File: src/rtl/fir_pkg.sv
// fir_pkg: definitions shared by the FIR coefficient loader and its bench.
//   state_t        - loader FSM states
//   FP16 / FP16i   - field widths and bit positions of both number formats
//   fp16_to_fp16i  - IEEE FP16 -> FP16i with the hidden bit made explicit
package fir_pkg;

  typedef enum logic [2:0] {
    IDLE,
    WAIT,
    SETUP,
    STROBE,
    HOLD,
    DONE,
    ERR
  } state_t;

  // IEEE FP16: {sign[15], exp[14:10], mantissa[9:0]}
  localparam int unsigned FP16_W        = 16;
  localparam int unsigned FP16_SIGN_BIT = 15;
  localparam int unsigned FP16_EXP_LSB  = 10;
  localparam int unsigned EXP_W         = 5;
  localparam int unsigned MAN_W         = 10;

  // FP16i: {sign[16], exp[15:11], raw mantissa[10:0]} with explicit hidden bit at [10]
  localparam int unsigned FP16I_W        = 17;
  localparam int unsigned FP16I_SIGN_BIT = 16;
  localparam int unsigned FP16I_EXP_LSB  = 11;
  localparam int unsigned FP16I_HID_BIT  = 10;

  // Hidden bit is 0 only for zero/subnormal (biased exponent 0).
  function automatic logic [FP16I_W-1:0] fp16_to_fp16i(input logic [FP16_W-1:0] h);
    logic [FP16I_W-1:0] r;
    logic [EXP_W-1:0]   e;
    e = h[FP16_EXP_LSB +: EXP_W];
    r = '0;
    r[FP16I_SIGN_BIT]              = h[FP16_SIGN_BIT];
    r[FP16I_EXP_LSB +: EXP_W]      = e;
    r[FP16I_HID_BIT]               = (e != '0);
    r[MAN_W-1:0]                   = h[MAN_W-1:0];
    return r;
  endfunction

endpackage

File: src/rtl/fir_strobe_gen.sv
// fir_strobe_gen: setup / high / hold phase timer for one coefficient write.
//   clk_fast, rst_n - clock, asynchronous active-low reset
//   go              - one-cycle pulse: start a setup/strobe/hold cycle
//   abort           - drop cload and return to idle on this edge
//   cload           - registered write strobe, high for HIGH_CYC cycles
//   setup_end       - last cycle of the setup phase
//   high_end        - last cycle of the strobe-high phase
//   phase_done      - last cycle of the hold phase
module fir_strobe_gen
  import fir_pkg::*;
#(
  parameter int unsigned SETUP_CYC = 1,
  parameter int unsigned HIGH_CYC  = 1,
  parameter int unsigned HOLD_CYC  = 1
) (
  input  logic clk_fast,
  input  logic rst_n,
  input  logic go,
  input  logic abort,
  output logic cload,
  output logic setup_end,
  output logic high_end,
  output logic phase_done
);

  localparam int unsigned MAX_SH  = (SETUP_CYC > HIGH_CYC) ? SETUP_CYC : HIGH_CYC;
  localparam int unsigned MAX_CYC = (MAX_SH > HOLD_CYC) ? MAX_SH : HOLD_CYC;
  localparam int unsigned CNT_W   = (MAX_CYC > 1) ? $clog2(MAX_CYC) : 1;

  if (SETUP_CYC < 1 || HIGH_CYC < 1 || HOLD_CYC < 1) begin : g_bad_phase
    $error("fir_strobe_gen: every phase length must be at least one cycle");
  end

  typedef enum logic [1:0] {
    PH_IDLE,
    PH_SETUP,
    PH_HIGH,
    PH_HOLD
  } phase_t;

  phase_t             phase;
  logic [CNT_W-1:0]   cnt;

  always_comb begin
    setup_end  = (phase == PH_SETUP) && (cnt == CNT_W'(SETUP_CYC - 1));
    high_end   = (phase == PH_HIGH)  && (cnt == CNT_W'(HIGH_CYC - 1));
    phase_done = (phase == PH_HOLD)  && (cnt == CNT_W'(HOLD_CYC - 1));
  end

  always_ff @(posedge clk_fast or negedge rst_n) begin
    if (!rst_n) begin
      phase <= PH_IDLE;
      cnt   <= '0;
      cload <= 1'b0;
    end else if (abort) begin
      phase <= PH_IDLE;
      cnt   <= '0;
      cload <= 1'b0;
    end else if (go) begin
      phase <= PH_SETUP;
      cnt   <= '0;
    end else begin
      case (phase)
        PH_SETUP: begin
          if (setup_end) begin
            phase <= PH_HIGH;
            cnt   <= '0;
            cload <= 1'b1;
          end else begin
            cnt <= cnt + CNT_W'(1);
          end
        end
        PH_HIGH: begin
          if (high_end) begin
            phase <= PH_HOLD;
            cnt   <= '0;
            cload <= 1'b0;
          end else begin
            cnt <= cnt + CNT_W'(1);
          end
        end
        PH_HOLD: begin
          if (phase_done) begin
            phase <= PH_IDLE;
            cnt   <= '0;
          end else begin
            cnt <= cnt + CNT_W'(1);
          end
        end
        default: begin
          cnt <= '0;
        end
      endcase
    end
  end

endmodule

File: src/rtl/fir_coef_loader.sv
// fir_coef_loader: writes NCOEF host coefficients into the FIR coefficient
// memory through the cin/caddr/cload port, within the post-reset load window.
//   clk_fast, rst_n        - clock, asynchronous active-low reset
//   start                  - pulse; begins a load sequence when not busy
//   host_valid/host_ready  - coefficient stream handshake, one beat per coefficient
//   host_data              - coefficient (FP16i, or FP16 in [15:0] with conversion)
//   caddr, cin, cload      - FIR coefficient write port (rising cload writes)
//   busy                   - sequence in progress
//   done, err              - sticky completion / window-expiry flags, cleared by start
// Build option: define FP16_CONVERT_EN to convert IEEE FP16 host data to FP16i
// on capture; otherwise host_data is passed through unchanged.
module fir_coef_loader
  import fir_pkg::*;
#(
  parameter int unsigned NCOEF       = 64,
  parameter int unsigned ADDR_W      = 6,
  parameter int unsigned DATA_W      = 17,
  parameter int unsigned SETUP_CYC   = 1,
  parameter int unsigned HIGH_CYC    = 1,
  parameter int unsigned HOLD_CYC    = 1,
  parameter int unsigned LOAD_WINDOW = 512
) (
  input  logic              clk_fast,
  input  logic              rst_n,
  input  logic              start,
  input  logic              host_valid,
  output logic              host_ready,
  input  logic [DATA_W-1:0] host_data,
  output logic [ADDR_W-1:0] caddr,
  output logic [DATA_W-1:0] cin,
  output logic              cload,
  output logic              busy,
  output logic              done,
  output logic              err
);

  localparam int unsigned WIN_W = $clog2(LOAD_WINDOW + 1);

  if (NCOEF < 1 || NCOEF > (1 << ADDR_W)) begin : g_bad_ncoef
    $error("fir_coef_loader: NCOEF must be in 1..2**ADDR_W");
  end
  if (LOAD_WINDOW < 2) begin : g_bad_window
    $error("fir_coef_loader: LOAD_WINDOW must be at least 2");
  end

  state_t             state;
  logic [ADDR_W-1:0]  index;
  logic [WIN_W-1:0]   win_cnt;
  logic [DATA_W-1:0]  cin_cap;
  logic               accept;
  logic               last;
  logic               finishing;
  logic               expire;
  logic               setup_end;
  logic               high_end;
  logic               phase_done;

`ifdef FP16_CONVERT_EN
  assign cin_cap = DATA_W'(fp16_to_fp16i(host_data[FP16_W-1:0]));
`else
  assign cin_cap = host_data;
`endif

  // Completion outranks window expiry when both land on the same edge.
  always_comb begin
    accept    = (state == WAIT) && host_valid && host_ready;
    last      = (index == ADDR_W'(NCOEF - 1));
    finishing = ((state == HOLD) && phase_done && last) || (state == DONE);
    expire    = busy && (win_cnt >= WIN_W'(LOAD_WINDOW - 1)) && !finishing;
  end

  fir_strobe_gen #(
    .SETUP_CYC (SETUP_CYC),
    .HIGH_CYC  (HIGH_CYC),
    .HOLD_CYC  (HOLD_CYC)
  ) u_strobe (
    .clk_fast   (clk_fast),
    .rst_n      (rst_n),
    .go         (accept),
    .abort      (expire),
    .cload      (cload),
    .setup_end  (setup_end),
    .high_end   (high_end),
    .phase_done (phase_done)
  );

  always_ff @(posedge clk_fast or negedge rst_n) begin
    if (!rst_n) begin
      state      <= IDLE;
      index      <= '0;
      win_cnt    <= '0;
      host_ready <= 1'b0;
      caddr      <= '0;
      cin        <= '0;
      busy       <= 1'b0;
      done       <= 1'b0;
      err        <= 1'b0;
    end else begin
      if (busy && (win_cnt != WIN_W'(LOAD_WINDOW)))
        win_cnt <= win_cnt + WIN_W'(1);

      if (expire) begin
        state      <= ERR;
        host_ready <= 1'b0;
        busy       <= 1'b0;
        err        <= 1'b1;
      end else begin
        case (state)
          IDLE: begin
            if (start) begin
              state      <= WAIT;
              index      <= '0;
              win_cnt    <= '0;
              host_ready <= 1'b1;
              busy       <= 1'b1;
              done       <= 1'b0;
              err        <= 1'b0;
            end
          end
          WAIT: begin
            if (accept) begin
              cin        <= cin_cap;
              caddr      <= index;
              host_ready <= 1'b0;
              state      <= SETUP;
            end
          end
          SETUP: begin
            if (setup_end) state <= STROBE;
          end
          STROBE: begin
            if (high_end) state <= HOLD;
          end
          HOLD: begin
            if (phase_done) begin
              if (last) begin
                state <= DONE;
              end else begin
                index      <= index + ADDR_W'(1);
                host_ready <= 1'b1;
                state      <= WAIT;
              end
            end
          end
          DONE: begin
            busy  <= 1'b0;
            done  <= 1'b1;
            state <= IDLE;
          end
          ERR: begin
            state <= IDLE;
          end
          default: begin
            state <= IDLE;
          end
        endcase
      end
    end
  end

endmodule

File: config.mk
export PLATFORM = sky130hd
export DESIGN_NAME = fir_coef_loader
export DESIGN_NICKNAME = d
export VERILOG_FILES = /design/src/rtl/fir_pkg.sv /design/src/rtl/fir_strobe_gen.sv /design/src/rtl/fir_coef_loader.sv
export SDC_FILE = /design/constraint.sdc
export NUM_CORES = 1
export LEC_CHECK = 0
export ABC_CLOCK_PERIOD_IN_PS = 4600
export CORE_ASPECT_RATIO = 0.6
export CORE_MARGIN = 2
export CORE_UTILIZATION = 50
export CTS_CLUSTER_DIAMETER = 50
export CTS_CLUSTER_SIZE = 14
export DETAILED_ROUTE_END_ITERATION = 12
export PLACE_DENSITY = 0.78
export SETUP_SLACK_MARGIN = 0.02
export SKIP_CTS_REPAIR_TIMING = 1
export SYNTH_ARGS = -nofsm -noshare
export SYNTH_HDL_FRONTEND = slang
export SYNTH_SLANG_ARGS = --single-unit
File: constraint.sdc
create_clock -name clk_fast -period 4.6 [get_ports clk_fast]
set_clock_uncertainty 0.15 [all_clocks]
set_input_delay 0.92 -clock clk_fast [delete_from_list [all_inputs] [get_ports clk_fast]]
set_output_delay 0.92 -clock clk_fast [all_outputs]
set_load 0.01 [all_outputs]
## After elaboration in Yosys (flattened, before gate mapping)

Index checks and enable logic that the tools add are counted.

| word-level totals | value |
|---|---|
| output and inout port bits | 28 |
| bits in read-only memories | 0 |
| input bits | 21 |
| memories kept | 0 |
| logic and storage cells | 118 |
| bits in latches | 0 |
| register bits after elaboration | 50 |
| RAM bits | 0 |

| operators by class | value |
|---|---|
| magnitude comparators | 1 |
| divide/modulo/power cells | 0 |
| multipliers | 0 |
| $add $sub $neg | 3 |
| muxes and demuxes | 45 |
| reductions and logical operators | 30 |
| equality and inequality tests | 25 |
| shifts and indexed selects | 0 |
| bitwise gates (word level) | 2 |

Operators with widths:

| kind | number |
|---|---|
| 2-to-1 mux 10 bit | 4 |
| != test 3 bit, second input constant | 8 |
| 2-to-1 mux 3 bit | 7 |
| 2-to-1 mux 1 bit | 18 |
| 2-to-1 mux 6 bit | 3 |
| one-hot mux 3 bit (5 select lines) | 1 |
| AND reduction 5 bit | 3 |
| != test 4 bit, second input constant | 3 |
| one-hot mux 6 bit (2 select lines) | 1 |
| adder 10 x 1 -> 10 bit, second input constant | 1 |
| >= comparator 10 x 9 -> 1 bit, second input constant | 1 |
| logical AND 1 bit | 10 |
| 2-to-1 mux 2 bit | 5 |
| != test 10 bit, second input constant | 1 |
| AND reduction 4 bit | 2 |
| nonzero test 2 bit | 4 |
| adder 6 x 1 -> 6 bit, second input constant | 1 |
| equality test 3 x 2 -> 1 bit, second input constant | 2 |
| equality test 3 bit, second input constant | 2 |
| equality test 6 bit, second input constant | 1 |
| != test 2 bit, second input constant | 3 |
| one-hot mux 1 bit (2 select lines) | 3 |
| one-hot mux 1 bit (3 select lines) | 2 |
| one-hot mux 2 bit (3 select lines) | 1 |
| 14 further kinds | 19 |

## Logic depth before layout (Yosys ltp)

Gate-level depths: netlist of run 1.

| logic depth | value |
|---|---|
| depth after elaboration | 9 |
| depth in mapped cells | 7 |
| mapped depth without buffers | 7 |

## By module

From an unflattened synthesis of run 1, not the netlist that was laid out.

| unflattened totals | value |
|---|---|
| cells, all modules | 195 |
| area, all modules | 2,381.0 µm² |

By module, submodules not included:

| module | cells an instance | area an instance (µm²) | seq. area each (µm²) | instances |
|---|---|---|---|---|
| fir_coef_loader | 176 | 2,185.8 | 1,151.1 | 1 |
| fir_strobe_gen | 19 | 195.2 | 100.1 | 1 |

## Worst setup path after synthesis of run 1

Ideal clock, no wire load.

| path | value |
|---|---|
| path kind | input to register |
| start point | input port start |
| end point | register index[3] |
| library setup time | 0.076 ns |
| path slack | 2.437 ns |
| data required time | 4.374 ns |
| arrival time | 1.937 ns |
| stages on the path | 4 |
| path buffers | 0 |
| cell sequence | nand2b_1 a211o_1 or4_1 o21ai_1 |

| between the ends | value |
|---|---|
| word-level cells in the longest chain between the ends | 2 |

RTL lines:

| item | RTL line | RTL |
|---|---|---|
| from (decl) | fir_coef_loader.sv:25 | `input logic start,` |
| != test 2 bit (no line) | -- |  |
| AND reduction 5 bit (no line) | -- |  |
| to (signal assigned) | fir_coef_loader.sv:139 | `index <= index + ADDR_W'(1);` |
| to (decl) | fir_coef_loader.sv:47 | `logic [ADDR_W-1:0] index;` |

No other way between the ends.
A chain may end at the register's enable or synchronous reset.

## Worst setup path after layout of run 1

| path | value |
|---|---|
| start point | input port start |
| end point | register win_cnt[1] |

| between the ends | value |
|---|---|
| word-level cells in the longest chain between the ends | 3 |

RTL lines:

| item | RTL line | RTL |
|---|---|---|
| 2-to-1 mux 10 bit | fir_coef_loader.sv:110 | `if (start) begin` |
| 2-to-1 mux 10 bit | fir_coef_loader.sv:108 | `case (state)` |
| 2-to-1 mux 10 bit | fir_coef_loader.sv:102 | `if (expire) begin` |
| to (signal assigned) | fir_coef_loader.sv:100 | `win_cnt <= win_cnt + WIN_W'(1);` |
| to (decl) | fir_coef_loader.sv:48 | `logic [WIN_W-1:0] win_cnt;` |

No other way between the ends.

==> flow_metrics.py, run 1 <==
metrics = {
    "timing": {
        "tns_ns": 0,
        "finalSetupViolations": 0,
        "post-route-period-util_pct": 57.2,
        "slew_headroom_pct": 53.3,
        "fin_crit_ns": 2.63,
        "hold_viol": 0,
        "rsz0062_at_grt": "false",
        "tightest_slew_ns": 0.698,
        "fmax_mhz": 380,
        "slew_violations": 0,
    },
    "worst_setup_path": {
        "crit_required_ns": 4.60,
        "crit_cells": 5,
        "end_kind": "register",
        "cpLargestDelayFamily": "simple AND/OR/NAND/NOR gates",
        "worst_path_most_repeated_cell": "nor2_1",
        "cp.arrival_ns": 2.63,
        "crit_start": "start",
        "r2r-start": "win_cnt[0]",
        "worst_path_max_delay_cell": "nor2_1",
        "path_max_fanout": 10,
        "reg2reg_to": "caddr[5]",
        "cp_slowest_stage_delay_ns": 0.61,
        "r2r_cells": 6,
        "crit_chain": "clkdlybuf4s50_1, nor2b_1, nand2_1, nor2_1, nor2_1",
        "path_buf_inv": 1,
        "r2r_setup_slack_ns": 2.30,
        "crit_end": "win_cnt[1]",
        "cp-start-kind": "primary input",
        "path_class": "in2reg",
    },
    "synthesis": {
        "yosys_register_bits": 50,
        "yosysTopAreaCell": "dfrtp_1",
        "syn-instance-count": 215,
        "syn-num-nets": 239,
        "yosysUniqueCellTypes": 52,
        "syn_area_sq_um": 2400,
        "synth.area.top_cells": "dfrtp_1 52%, mux2_2 10%, nor2_1 3.6%, nand2_1 2.5%, xnor2_1 1.8%",
        "yosysWarnings": 0,
        "yosysSeqAreaShare_pct": 52.1,
        "synthFlopType": "dfrtp_1",
        "synth_async_sr_flop_share_pct": 100,
        "synth_top_area_share_pct": 52.1,
        "synth-edff-count": 0,
        "syn_avg_cell_area_sq_um": 11.2,
    },
    "layout": {
        "area_growth_syn_to_layout_pct": 25.9,
        "fin_area_sq_um": 3020,
        "insertedDiodeCount": 0,
        "nNetsFinal": 288,
        "final_common_cell": "dfrtp_1",
        "mostFrequentLayoutCells": "50 x dfrtp_1, 47 x clkdlybuf4s50_1, 23 x nor2_1",
        "drive_above_1_share_pct": 15.5,
    },
    "cts": {
        "cts_sinks": 50,
        "clock_path_buffers": 2,
        "cts_buffers": 5,
        "cts_root_buffer": "clkbuf_8",
        "clk_pin_slew_worst_paths_ns": 0.09,
        "cts_tree": "done",
        "insertion_delay_ns": 0.30,
        "htreeDepth": 2,
    },
    "grt": {
        "antenna_found_initial": 0,
        "grt.total_usage_pct": 19.7,
        "grt_max_degree": 51,
        "grt_pass1_wl_microns": 8330,
        "grt_pass1_vias": 1762,
        "overflow": 0,
    },
    "place": {
        "gp_congestion": 0.801,
        "port_buffers": 48,
        "dp_hpwl_microns": 3490,
        "dpl_cell_area_sq_um": 2910,
    },
    "drt": {
        "drcViolationCount": 0,
        "wire_per_inst_microns": 15.2,
        "routed_wl_microns": 4990,
        "drt_iter0_drc": 139,
        "first_pass_iters": 5,
        "viasPerCell": 5.45,
        "final_antenna_net_count": 0,
        "vias": 1787,
    },
    "power_and_ir_drop": {
        "power_leakage_nw": 1.33,
        "powerDensity_nw_per_um2": 568,
        "totalPowerFinal_mw": 1.72,
        "ir_drop_mv": 0.361,
    },
    "floorplan": {
        "core_area_sq_um": 4590,
        "die_area_sq_um": 5390,
        "std_cell_rows": 19,
        "die_w_microns": 93.4,
        "start_util_pct": 52.3,
        "die_h_microns": 57.7,
        "pin_count": 49,
    },
    "run_status": {
        "outcome": "complete, no violations",
    },
    "run": {
        "drv_cap": 0,
    },
    "min_path": {
        "hold_class": "reg2reg",
    },
}
==> area by class of cell <==
| class | count | area [sq um] |
|---|---|---|
| fill | 378 | 1570 |
| sequential | 50 | 1250 |
| multi-input combinational | 151 | 1070 |
| timing repair buffer | 49 | 483 |
| tap | 63 | 78.8 |
| clock buffer | 7 | 76.3 |
| clock inverter | 1 | 30.0 |
| inverter | 7 | 26.3 |
==> worst min-delay path by stage <==
stage	from	to	slack (ns)	cells past startpoint
3_5_place_dp	cin[4]	cin[4]	0.34	1
4_1_cts	cin[4]	cin[4]	0.36	1
6_report	cin[4]	cin[4]	0.36	1
2_1_floorplan	index[5]	index[5]	0.33	1
3_3_place_gp	cin[4]	cin[4]	0.33	1
5_1_grt	cin[8]	cin[8]	0.38	1
==> Yosys cell counts, drive strengths merged (5+ instances only) <==
master / number
xor2: 5
nor3: 8
xnor2: 5
nor2: 23
mux2: 24
a21oi: 8
buf: 5
dfrtp: 50
inv: 7
nand3: 7
o21ai: 7
nand2: 17
==> sequential cells by signal, indices dropped and copies added (netlist names) <==
register,count
cin,17
err,1
u_strobe.cload,1
state,3
u_strobe.phase,2
u_strobe.cnt,1
index,6
caddr,6
win_cnt,10
host_ready,1
busy,1
done,1
==> worst reg2reg max path: cells and delay by family (launching register included) <==
family | cells | cell delay [ns]
compound gates | 1 | 0.19
fa+ha+maj | 1 | 0.23
flops | 1 | 0.43
mux | 1 | 0.41
simple gates | 3 | 0.78
==> where the power goes <==
group          internal, mW  switching [mW]
sequential            0.587           0.148
clock                 0.163           0.142
combinational         0.385           0.290
==> layer usage <==
metal / vias to the layer above / global-route usage [%] / routed length, microns / part of all wire [%]
met5: - / 0 / 0 / 0
met4: 0 / 3.78 / 15 / 0.30
met3: 2 / 4.81 / 375 / 7.5
met2: 64 / 28.2 / 2150 / 43
met1: 860 / 31.0 / 2450 / 49
li1: 861 / - / - / -
==> cells by family (layout without fill, tap and decap cells) <==
| logic type | count (synthesis) | in the layout | share of synthesized area, % |
|---|---|---|---|
| and+or+nand+nor | 76 | 76 | 16.6 |
| DFF | 50 | 50 | 52.1 |
| AOI/OAI and AO/OA | 35 | 35 | 10.7 |
| muxes | 26 | 26 | 12.1 |
| buffers and inverters | 14 | 64 | 3.08 |
| xor gates and xnor gates | 10 | 10 | 3.65 |
| adders and majority gates | 3 | 3 | 1.56 |
| other | 1 | 1 | 0.156 |
==> through the flow <==
stage | worst slack, ns | hold slack [ns] | std cells | util, %
after global routing | 1.84 | 0.383 | 328 | 65.8
final | 1.97 | 0.357 | 328 | 65.8
after CTS | 1.97 | 0.361 | 328 | 65.8
after global placement | 1.75 | 0.326 | 320 | 63.5
after detailed placement | 1.68 | 0.336 | 320 | 63.5
after floorplan | 2.44 | 0.331 | 215 | -
Power figures use the tool's default switching activity.
==> inputs of run 2 (changes only) <==
Settings changed: ABC_CLOCK_PERIOD_IN_PS 4600 to 2100, CORE_UTILIZATION 50 to 46, PLACE_DENSITY 0.78 to 0.76.
Clock period 4.6 ns to 2.1 ns, I/O delays scaled along.
==> run 2 against run 1 <==
  * Count of clock-buffer cells in the layout down 2
  * Total power increased by 120%
  * Clock power grew 87%
  * Combinational power rose to 2.5 times the previous value
  * Global-route usage up 0.42 points
  * First-iteration DRC count is 5.0% higher
  * Flip-flop and latch count stayed put
  * Critical path type unchanged
==> flow_metrics.py, run 2 (same netlist as run 1, synthesis figures left out) <==
metrics = {
    "worst_setup_path": {
        "end_kind": "register",
        "cp-start-kind": "primary input",
        "path_max_fanout": 7,
        "cp.arrival_ns": 2.06,
        "crit_required_ns": 2.19,
        "path_class": "in2reg",
    },
    "grt": {
        "met1_usage_pct": 28.5,
        "grt_pass1_vias": 1897,
        "overflow": 0,
        "met2_usage_pct": 30.2,
        "grt_max_degree": 51,
        "grt.total_usage_pct": 20.2,
        "top_usage_layer": "met2",
        "use_met3_pct": 6.43,
        "antenna_found_initial": 0,
        "grt_pass1_wl_microns": 8960,
    },
    "place": {
        "dp_hpwl_microns": 3950,
        "dp_cells": 343,
        "gp_congestion": 0.947,
        "port_buffers": 48,
        "dpl_cell_area_sq_um": 3090,
        "place_ws_ns": -0.177,
    },
    "timing": {
        "post-route-period-util_pct": 94.0,
        "tightest_slew_ns": 0.510,
        "rsz0062_at_grt": "false",
        "tns_ns": 0,
        "fin_crit_ns": 1.97,
        "hold_viol": 0,
        "finalSetupViolations": 0,
        "timing.hold.ws_ns": 0.349,
        "slew_violations": 0,
        "fin_ws_ns": 0.126,
        "slew_headroom_pct": 65.1,
        "fmax_mhz": 507,
    },
    "floorplan": {
        "die_area_sq_um": 5830,
        "core_area_sq_um": 5050,
        "die_w_microns": 97.2,
        "std_cell_rows": 20,
        "start_util_pct": 47.5,
        "die_h_microns": 60.0,
        "pin_count": 49,
    },
    "drt": {
        "viasPerCell": 5.40,
        "final_antenna_net_count": 0,
        "drt_iter0_drc": 146,
        "drcViolationCount": 0,
        "vias": 1902,
        "wire_per_inst_microns": 15.4,
        "first_pass_iters": 4,
        "routed_wl_microns": 5440,
    },
    "power_and_ir_drop": {
        "totalPowerFinal_mw": 3.85,
        "pwr-share-clk_pct": 14.8,
        "intPower_mw": 2.49,
        "ir_drop_mv": 0.633,
        "p_sw_mw": 1.36,
        "power_frac_seq_pct": 41.0,
        "p_sw_share_pct": 35.3,
        "p_comb_share_pct": 44.2,
        "powerDensity_nw_per_um2": 1200,
        "power_leakage_nw": 1.43,
    },
    "layout": {
        "nNetsFinal": 309,
        "drive_above_1_share_pct": 23.1,
        "top_register": "cin",
        "largest_register_ffs": 17,
        "insertedDiodeCount": 0,
        "final_common_cell": "dfrtp_1",
        "top_regs": "cin: 17 flops, win_cnt: 10 flops",
        "area_growth_syn_to_layout_pct": 33.4,
        "stdcell_count": 352,
        "final_core_util_pct": 63.3,
        "fin_area_sq_um": 3200,
        "mostFrequentLayoutCells": "48 x dfrtp_1, 47 x clkdlybuf4s50_1, 23 x nor2_1",
    },
    "cts": {
        "htreeDepth": 2,
        "cts_tree": "done",
        "clock_path_buffers": 2,
        "cts_sinks": 50,
        "cts_buffers": 5,
        "cts_root_buffer": "clkbuf_8",
        "clk_pin_slew_worst_paths_ns": 0.09,
        "insertion_delay_ns": 0.31,
    },
    "min_path": {
        "hold_class": "reg2reg",
    },
    "run": {
        "drv_cap": 0,
    },
    "run_status": {
        "outcome": "complete, no violations",
    },
}
==> run 2: worst max-delay path, cell delays in order <==
cell	delay, ns
clkdlybuf4s50_1	0.48
nand2b_1	0.12
a211o_1	0.38
or4_1	0.53
o21ai_1	0.13
==> run 2: cell type report <==
type                            instances  area (sq um)
Fill cell                             429          1850
Clock buffer                            5          68.8
Multi-Input combinational cell        151          1080
Timing Repair Buffer                   70           668
Tap cell                               66          82.6
Clock inverter                          3          21.3
Inverter                                7          26.3
Sequential cell                        50          1250
==> run 2: power groups by stage <==
stage	clock, mW	sequential (mW)	combinational, mW
2_1_floorplan	0	1.60	0.863
3_3_place_gp	0	1.56	1.65
3_5_place_dp	0	1.59	1.70
4_1_cts	0.591	1.57	1.71
5_1_grt	0.625	1.62	1.86
6_report	0.570	1.58	1.71
==> run 2: metal layers <==
metal	routed length (microns)	up-vias	share of wire, %
li1	-	904	-
met1	2660	921	49
met2	2260	69	41
met3	446	8	8.2
met4	70	0	1.3
met5	0	-	0
==> run 2: worst paths after layout <==
kind | start | end | slack, ns | cells past startpoint
worst min-delay path | cin[4] | cin[4] | 0.35 | 1
min in group asynchronous | rst_n | index[4] | 0.47 | 3
worst min register to register | cin[4] | cin[4] | 0.35 | 1
max in group asynchronous | rst_n | busy | 1.08 | 3
worst max register to register | win_cnt[6] | cin[14] | 0.14 | 6
worst max-delay path | start | index[3] | 0.13 | 5
==> inputs of run 3 (changes only) <==
Settings changed: ABC_CLOCK_PERIOD_IN_PS 2100 to not set.
==> results of run 3 <==
Same layout as run 2: the final DEF is identical, and so are final timing and power.
